### config.mk
export PLATFORM = sky130hd
export DESIGN_NAME = ysyx_22040759_ifu
export DESIGN_NICKNAME = d
export VERILOG_FILES = /design/src/rtl/ysyx_22040759_ifu_pkg.sv /design/src/rtl/ysyx_22040759_ifu_pcreg.sv /design/src/rtl/ysyx_22040759_ifu.sv
export SDC_FILE = /design/constraint.sdc
export NUM_CORES = 1
export LEC_CHECK = 0
export ABC_AREA = 1
export CAP_MARGIN = 30
export CORE_MARGIN = 4
export CORE_UTILIZATION = 40
export DETAILED_ROUTE_END_ITERATION = 6
export PLACE_DENSITY_LB_ADDON = 0.15
export SLEW_MARGIN = 30
export SYNTH_ARGS = -nofsm -noshare
export SYNTH_HDL_FRONTEND = slang
export SYNTH_SLANG_ARGS = --single-unit
### constraint.sdc
create_clock -name clk -period 2.75 [get_ports clk]
set_clock_uncertainty 0.2 [all_clocks]
set_input_delay 0.55 -clock clk [delete_from_list [all_inputs] [get_ports clk]]
set_output_delay 0.55 -clock clk [all_outputs]
set_load 0.005 [all_outputs]
### src/rtl/ysyx_22040759_ifu_pkg.sv
// Shared types and constants for the ysyx_22040759 instruction fetch unit:
// FSM state encoding, default reset PC and instruction width.
package ysyx_22040759_ifu_pkg;

    localparam logic [63:0] DEFAULT_RESET_PC = 64'h0000_0000_8000_0000;
    localparam int          INST_W           = 32;

    typedef enum logic [2:0] {
        ST_FETCH     = 3'd0,
        ST_WAIT_RESP = 3'd1,
        ST_HOLD      = 3'd2,
        ST_WAIT_NPC  = 3'd3,
        ST_HALT      = 3'd4
    } ifu_state_e;

    // Instructions are 4-byte aligned, so only the two low address bits matter.
    function automatic logic pc_misaligned(input logic [1:0] addr_lo);
        return addr_lo != 2'b00;
    endfunction

endpackage

### src/rtl/ysyx_22040759_ifu_pcreg.sv
// Architectural PC register with load enable and a sticky misalignment flag;
// a misaligned load leaves the PC untouched and only raises the flag.
module ysyx_22040759_ifu_pcreg
    import ysyx_22040759_ifu_pkg::*;
#(
    parameter logic [63:0] RESET_PC = DEFAULT_RESET_PC
) (
    input  logic        clk,
    input  logic        rst,
    input  logic        load_en,
    input  logic [63:0] npc,
    output logic [63:0] pc,
    output logic        npc_bad,
    output logic        misalign
);

    logic [63:0] pc_d, pc_q;
    logic        misalign_d, misalign_q;

    always_comb begin
        npc_bad    = pc_misaligned(npc[1:0]);
        pc_d       = pc_q;
        misalign_d = misalign_q;
        if (load_en) begin
            if (npc_bad) begin
                misalign_d = 1'b1;
            end else begin
                pc_d = npc;
            end
        end
    end

    always_ff @(posedge clk) begin
        if (rst) begin
            pc_q       <= RESET_PC;
            misalign_q <= 1'b0;
        end else begin
            pc_q       <= pc_d;
            misalign_q <= misalign_d;
        end
    end

    assign pc       = pc_q;
    assign misalign = misalign_q;

endmodule

### src/rtl/ysyx_22040759_ifu.sv
// Instruction fetch unit: one outstanding imem request, instruction held for
// decode, then waits for the next PC. Define YSYX_22040759_IFU_PERF_EN for perf counters.
module ysyx_22040759_ifu
    import ysyx_22040759_ifu_pkg::*;
#(
    parameter logic [63:0] RESET_PC = DEFAULT_RESET_PC
) (
    input  logic              clk,
    input  logic              rst,
    input  logic              npc_valid,
    input  logic [63:0]       npc,
    output logic              imem_req_valid,
    input  logic              imem_req_ready,
    output logic [63:0]       imem_req_addr,
    input  logic              imem_resp_valid,
    input  logic [INST_W-1:0] imem_resp_inst,
    output logic              inst_valid,
    input  logic              inst_ready,
    output logic [INST_W-1:0] inst,
    output logic [63:0]       pc_out,
    output logic              misalign
`ifdef YSYX_22040759_IFU_PERF_EN
    ,
    output logic [63:0]       perf_fetch_cnt,
    output logic [63:0]       perf_stall_cnt
`endif
);

    ifu_state_e        state_d, state_q;
    logic [INST_W-1:0] inst_d, inst_q;
    logic [63:0]       pc;
    logic              pc_load;
    logic              npc_bad;

    ysyx_22040759_ifu_pcreg #(.RESET_PC(RESET_PC)) u_pcreg (
        .clk      (clk),
        .rst      (rst),
        .load_en  (pc_load),
        .npc      (npc),
        .pc       (pc),
        .npc_bad  (npc_bad),
        .misalign (misalign)
    );

    always_ff @(posedge clk) begin
        if (rst) begin
            state_q <= ST_FETCH;
            inst_q  <= '0;
        end else begin
            state_q <= state_d;
            inst_q  <= inst_d;
        end
    end

    // Responses are only meaningful while a request is outstanding.
    always_comb begin
        state_d = state_q;
        inst_d  = inst_q;
        pc_load = 1'b0;
        case (state_q)
            ST_FETCH: begin
                if (imem_req_ready) state_d = ST_WAIT_RESP;
            end
            ST_WAIT_RESP: begin
                if (imem_resp_valid) begin
                    inst_d  = imem_resp_inst;
                    state_d = ST_HOLD;
                end
            end
            ST_HOLD: begin
                if (inst_ready) begin
                    if (npc_valid) begin
                        pc_load = 1'b1;
                        state_d = npc_bad ? ST_HALT : ST_FETCH;
                    end else begin
                        state_d = ST_WAIT_NPC;
                    end
                end
            end
            ST_WAIT_NPC: begin
                if (npc_valid) begin
                    pc_load = 1'b1;
                    state_d = npc_bad ? ST_HALT : ST_FETCH;
                end
            end
            ST_HALT: state_d = ST_HALT;
            default: state_d = ST_FETCH;
        endcase
    end

    // Valids are masked while reset is asserted so nothing leaks in the reset cycle.
    always_comb begin
        imem_req_valid = !rst && (state_q == ST_FETCH);
        inst_valid     = !rst && (state_q == ST_HOLD);
        imem_req_addr  = pc;
        pc_out         = pc;
        inst           = inst_q;
    end

`ifdef YSYX_22040759_IFU_PERF_EN
    logic [63:0] perf_fetch_cnt_d, perf_fetch_cnt_q;
    logic [63:0] perf_stall_cnt_d, perf_stall_cnt_q;

    always_comb begin
        perf_fetch_cnt_d = perf_fetch_cnt_q;
        perf_stall_cnt_d = perf_stall_cnt_q;
        if (inst_valid && inst_ready) perf_fetch_cnt_d = perf_fetch_cnt_q + 64'd1;
        if ((state_q == ST_FETCH && !imem_req_ready) || state_q == ST_WAIT_RESP)
            perf_stall_cnt_d = perf_stall_cnt_q + 64'd1;
    end

    always_ff @(posedge clk) begin
        if (rst) begin
            perf_fetch_cnt_q <= '0;
            perf_stall_cnt_q <= '0;
        end else begin
            perf_fetch_cnt_q <= perf_fetch_cnt_d;
            perf_stall_cnt_q <= perf_stall_cnt_d;
        end
    end

    assign perf_fetch_cnt = perf_fetch_cnt_q;
    assign perf_stall_cnt = perf_stall_cnt_q;
`endif

endmodule

== Word level (Yosys, flattened, before mapping) ==
Index checks and enable logic that the tools add are counted.
Cells by class
  add/sub/neg operators: 0
  multiply operators: 0
  divide/modulo/power cells: 0
  $lt $le $gt $ge: 0
  eq/ne operators: 8
  shift-type cells: 0
  multiplexer cells: 10
  bitwise operators: 1
  reductions and logical operators: 9
Operators by type and width (count)
  $mux 3: 6
  $pmux 3 s5: 1
  $ne 2x2->1 const B: 4
  $eq 3x2->1 const B: 2
  $reduce_and 2->1: 3
  $reduce_and 4->1: 1
  $eq 3x1->1 const B: 1
  $eq 3x3->1 const B: 1
  $logic_not 3->1: 1
  $logic_and 1x1->1: 2
  $mux 1: 2
  $pmux 1 s2: 1
  $reduce_bool 2->1: 1
  $logic_not 1->1: 1
  $not 1->1: 1
Storage, ports and cells
  bits in registers: 100
  latch bits: 0
  bits in writable memories: 0
  ROM bits: 0
  input bits: 102
  output and inout bits: 163
  word-level logic and storage cells: 32
  memories: 0

== Depth between registers and ports, before layout ==
  word-level depth: 5
  depth in mapped cells: 8
  depth with buffers taken out: 7

== Modules after synthesis ==
Synthesis repeated with hierarchy kept, for this count alone.
Second synthesis, totals
  cell total of the unflattened synthesis: 668
  area, all modules: 4732.0 µm²
Modules (own cells, without submodules)
  ysyx_22040759_ifu_pcreg: instances 1, cells each 418, area an instance 2854.0 µm², sequential area each 1301.2 µm²
  ysyx_22040759_ifu: instances 1, cells each 250, area an instance 1878.1 µm², sequential area each 700.7 µm²

== Least setup slack after synthesis ==
OpenSTA, ideal clock, no wires.
  path kind: input port to output port
  start point: input port rst
  end point: output port imem_req_valid
  data arrival time: 1.106 ns
  required time: 2.000 ns
  slack: 0.894 ns
  stages on the path: 3
  buffers on the path: 2
  path through: clkbuf_1 -> clkbuf_1 -> nor4_1
On the way
  cells in the longest elaborated chain, start to end: 2
Ends and longest elaborated chain
  start, declared: line ysyx_22040759_ifu.sv:9  | input logic rst,
  $logic_not 1->1: line ysyx_22040759_ifu.sv:93  | imem_req_valid = !rst && (state_q == ST_FETCH);
  $logic_and 1x1->1: line ysyx_22040759_ifu.sv:93
  end, declared: line ysyx_22040759_ifu.sv:12  | output logic imem_req_valid,
Every way passes these cells.

== Worst setup path in the final report ==
  start point: register state_q[0]
  end point: output port inst_valid
On the way
  cells in the longest elaborated chain, start to end: 2
Ends and longest elaborated chain
  start, declared: line ysyx_22040759_ifu.sv:29  | ifu_state_e state_d, state_q;
  start signal, assigned: line ysyx_22040759_ifu.sv:50  | state_q <= state_d;
  $eq 3x2->1: line ysyx_22040759_ifu.sv:94  | inst_valid = !rst && (state_q == ST_HOLD);
  $logic_and 1x1->1: line ysyx_22040759_ifu.sv:94
  end, declared: line ysyx_22040759_ifu.sv:17  | output logic inst_valid,
Every way passes these cells.

==> metrics.txt <==
outcome=complete, no violations; DR pass1 iterations=4; synthesized instance count=530; Cell Area, Synth=0.00419 mm2; Worst Setup SP=state_q[0]; Stages on worst setup path=4; ANT nets after route=0; crit-path cells=inv_1 > nand2_1 > nor2_1 > clkdlybuf4s50_1; slowest cell on the critical path=clkdlybuf4s50_1; hold path depth=2; Setup Buffers After CTS=0; TritonCTS clock tree=built; largest net degree at the start of global routing=65; # clock sinks=100; Fillers=926; clk_lat worst skew=0.35 ns; Post-synth top cells=100 x dfxtp_1, 96 x a21oi_1, 75 x nand2_1; Worst R2R Path Depth=7; Seq. cell area=0.00200 mm2; n_diodes=0; ys async rst share=0%; WHS=0.251 ns; via count=4099; post-cts gate resize count=0; dominant synthesized flop cell=dfxtp_1; CP bufs+invs=2; nature of the critical path startpoint=flip-flop; critical path data required time=2.00 ns; drc violations=0; Starting Density=40.8%; row count=37; CP top delay family=buffers and inverters; Area Growth Syn to Fin=57.1%; DR WL/cell=15.0 um; Horiz. Die Dim=between 100 and 150 um; hpwl dp=9540 um; initial antenna violation count=0; syn_area_per_cell=7.91 um2; Root Buffer=clkbuf_8; Initial DRC Count=172; Register-to-Register Setup Slack=0.82 ns; Seq cells post-synth=100; post-synth net total=632; synth unique cells=19; RSZ-0062 raised after global routing=false; leading area contributor after synthesis=dfxtp_1; P_leak=about 2.2 nW; power per cell area=536 mW/mm2; Cell Area, Placed=~0.0064 mm2; Peak VDD IR=0.352 mV; Slew @ Worst Pin=between 0.7 and 0.8 ns; Post-synth EDFFs=0; crit share post-route=89.7%; gr ovfl total=0; Buffers on Ports=264; post-route cell area=0.00659 mm2; reg-to-reg startpoint=state_q[1]; sequential-to-total area share from yosys stat=47.7%; Slew HR=49.3%; Routed WL=between 10000 and 15000 um; largest stage delay on the critical path=about 0.53 ns; share of cells above drive strength 1=3.92%; Critical R2R Capture=u_pcreg.pc[26]; endpoints failing setup=0; worst setup margin=0.283 ns; clock tree buffer depth=2; Clk pin slew, worst setup/hold paths=0.09 ns; Max Clk Rate=405 MHz; Place WS=0.362 ns; CP Class=reg2out; yosys warns=0; Die ar.=roughly 0.012 mm2; crit path to=inst_valid; I/O Pins=265; minimum clock period after layout=2.47 ns; Final Core Density=roughly 64%; # H-tree levels=3; top-count cell post-synth=dfxtp_1; CTS hold repair buffers=0; crit path DAT=around 1.7 ns; CP Max Fanout=8; vias in the first global route=3776; Die Ht=110 um; core area=between 0.01 and 0.015 mm2; Total GRT Usage=19.7%; HP Class=reg2reg; first-pass GRT wire length=around 19000 um; mean number of vias per cell=4.82; Net count, final=812; top cell type's share of synthesized area=47.7%; Max-cap violations=0; Synth area leaders=dfxtp_1 48%, a21oi_1 11%, buf_4 11%, nand3_1 8.0%, nand2_1 6.7%; GPL Wtd Cong=0.774; area of the multi-input gates=0.00138 mm2; Slew Viols, Final=0; Fin. Hold Viols=0; Setup TNS=0 ns; CTS Buf Count=9; Hold Startpoint=inst[16]; Critical Path Sink Type=output pin
[cell usage in the layout, fill, tap and decap left out, drive strengths merged]
cell type / Yosys / routed
clkdlybuf4s50: 0 / 263
dfxtp: 100 / 100
a21oi: 97 / 97
nand2: 76 / 76
nand3: 67 / 67
inv: 39 / 39
o21ai: 36 / 36
clkbuf: 23 / 10
nor2: 10 / 10
buf: 78 / 7
clkinv: 0 / 3
nor4: 1 / 1
nand3b: 1 / 1
a211oi: 1 / 1
nor3: 1 / 1
clkinvlp: 0 / 1
bufinv: 0 / 1
[worst min-delay path by stage]
stage	endpoint
6_report	inst[16]
5_1_grt	inst[31]
4_1_cts	inst[31]
3_5_place_dp	inst[31]
3_3_place_gp	inst[7]
2_1_floorplan	inst[11]
[power breakdown]
part           total (W)  switching (W)  internal [W]
sequential       0.00170      0.0000969       0.00160
clock           0.000926       0.000489      0.000436
combinational   0.000911       0.000395      0.000516
[worst min-delay path: stages (launching register included)]
cell,delay [ns]
dfxtp_1,0.32
inv_1,0.05
a21oi_1,0.05
[flip-flops by register name (all words and copies together) (netlist names)]
signal	cells
u_pcreg.pc	64
inst	32
u_pcreg.misalign	1
state_q	3
[per-stage QoR]
step	instances	power, W
after detailed placement	835	0.00264
after floorplan	530	0.00211
after global placement	835	0.00262
final	850	0.00353
after global routing	850	0.00374
after CTS	850	0.00358
[kinds of logic (layout without fill, tap and decap cells)]
group / Yosys count / in the layout / share of synthesized area, %
and+or+nand+nor: 156 / 156 / 16.4
AOI/OAI and AO/OA: 134 / 134 / 16.3
buffers and inverters: 140 / 324 / 19.6
DFF: 100 / 100 / 47.7
[final cells by class]
| type | instances | area share [%] |
|---|---|---|
| Sequential cell | 100 | 30.4 |
| Clock buffer | 10 | 2.09 |
| Clock inverter | 5 | 0.798 |
| Timing Repair Buffer | 270 | 40.9 |
| Multi-Input combinational cell | 290 | 21.0 |
| Inverter | 39 | 2.22 |
| Tap cell | 136 | 2.58 |
[per-layer routing]
metal / vias up / part of all wire, % / global-route usage (%)
met4: 0 / 2.1 / 7.83
met3: 20 / 11 / 7.40
li1: 2029 / - / -
met5: - / 0 / 0
met2: 174 / 51 / 35.1
met1: 1876 / 36 / 21.1
No activity file was read; power rests on OpenSTA's default activity.
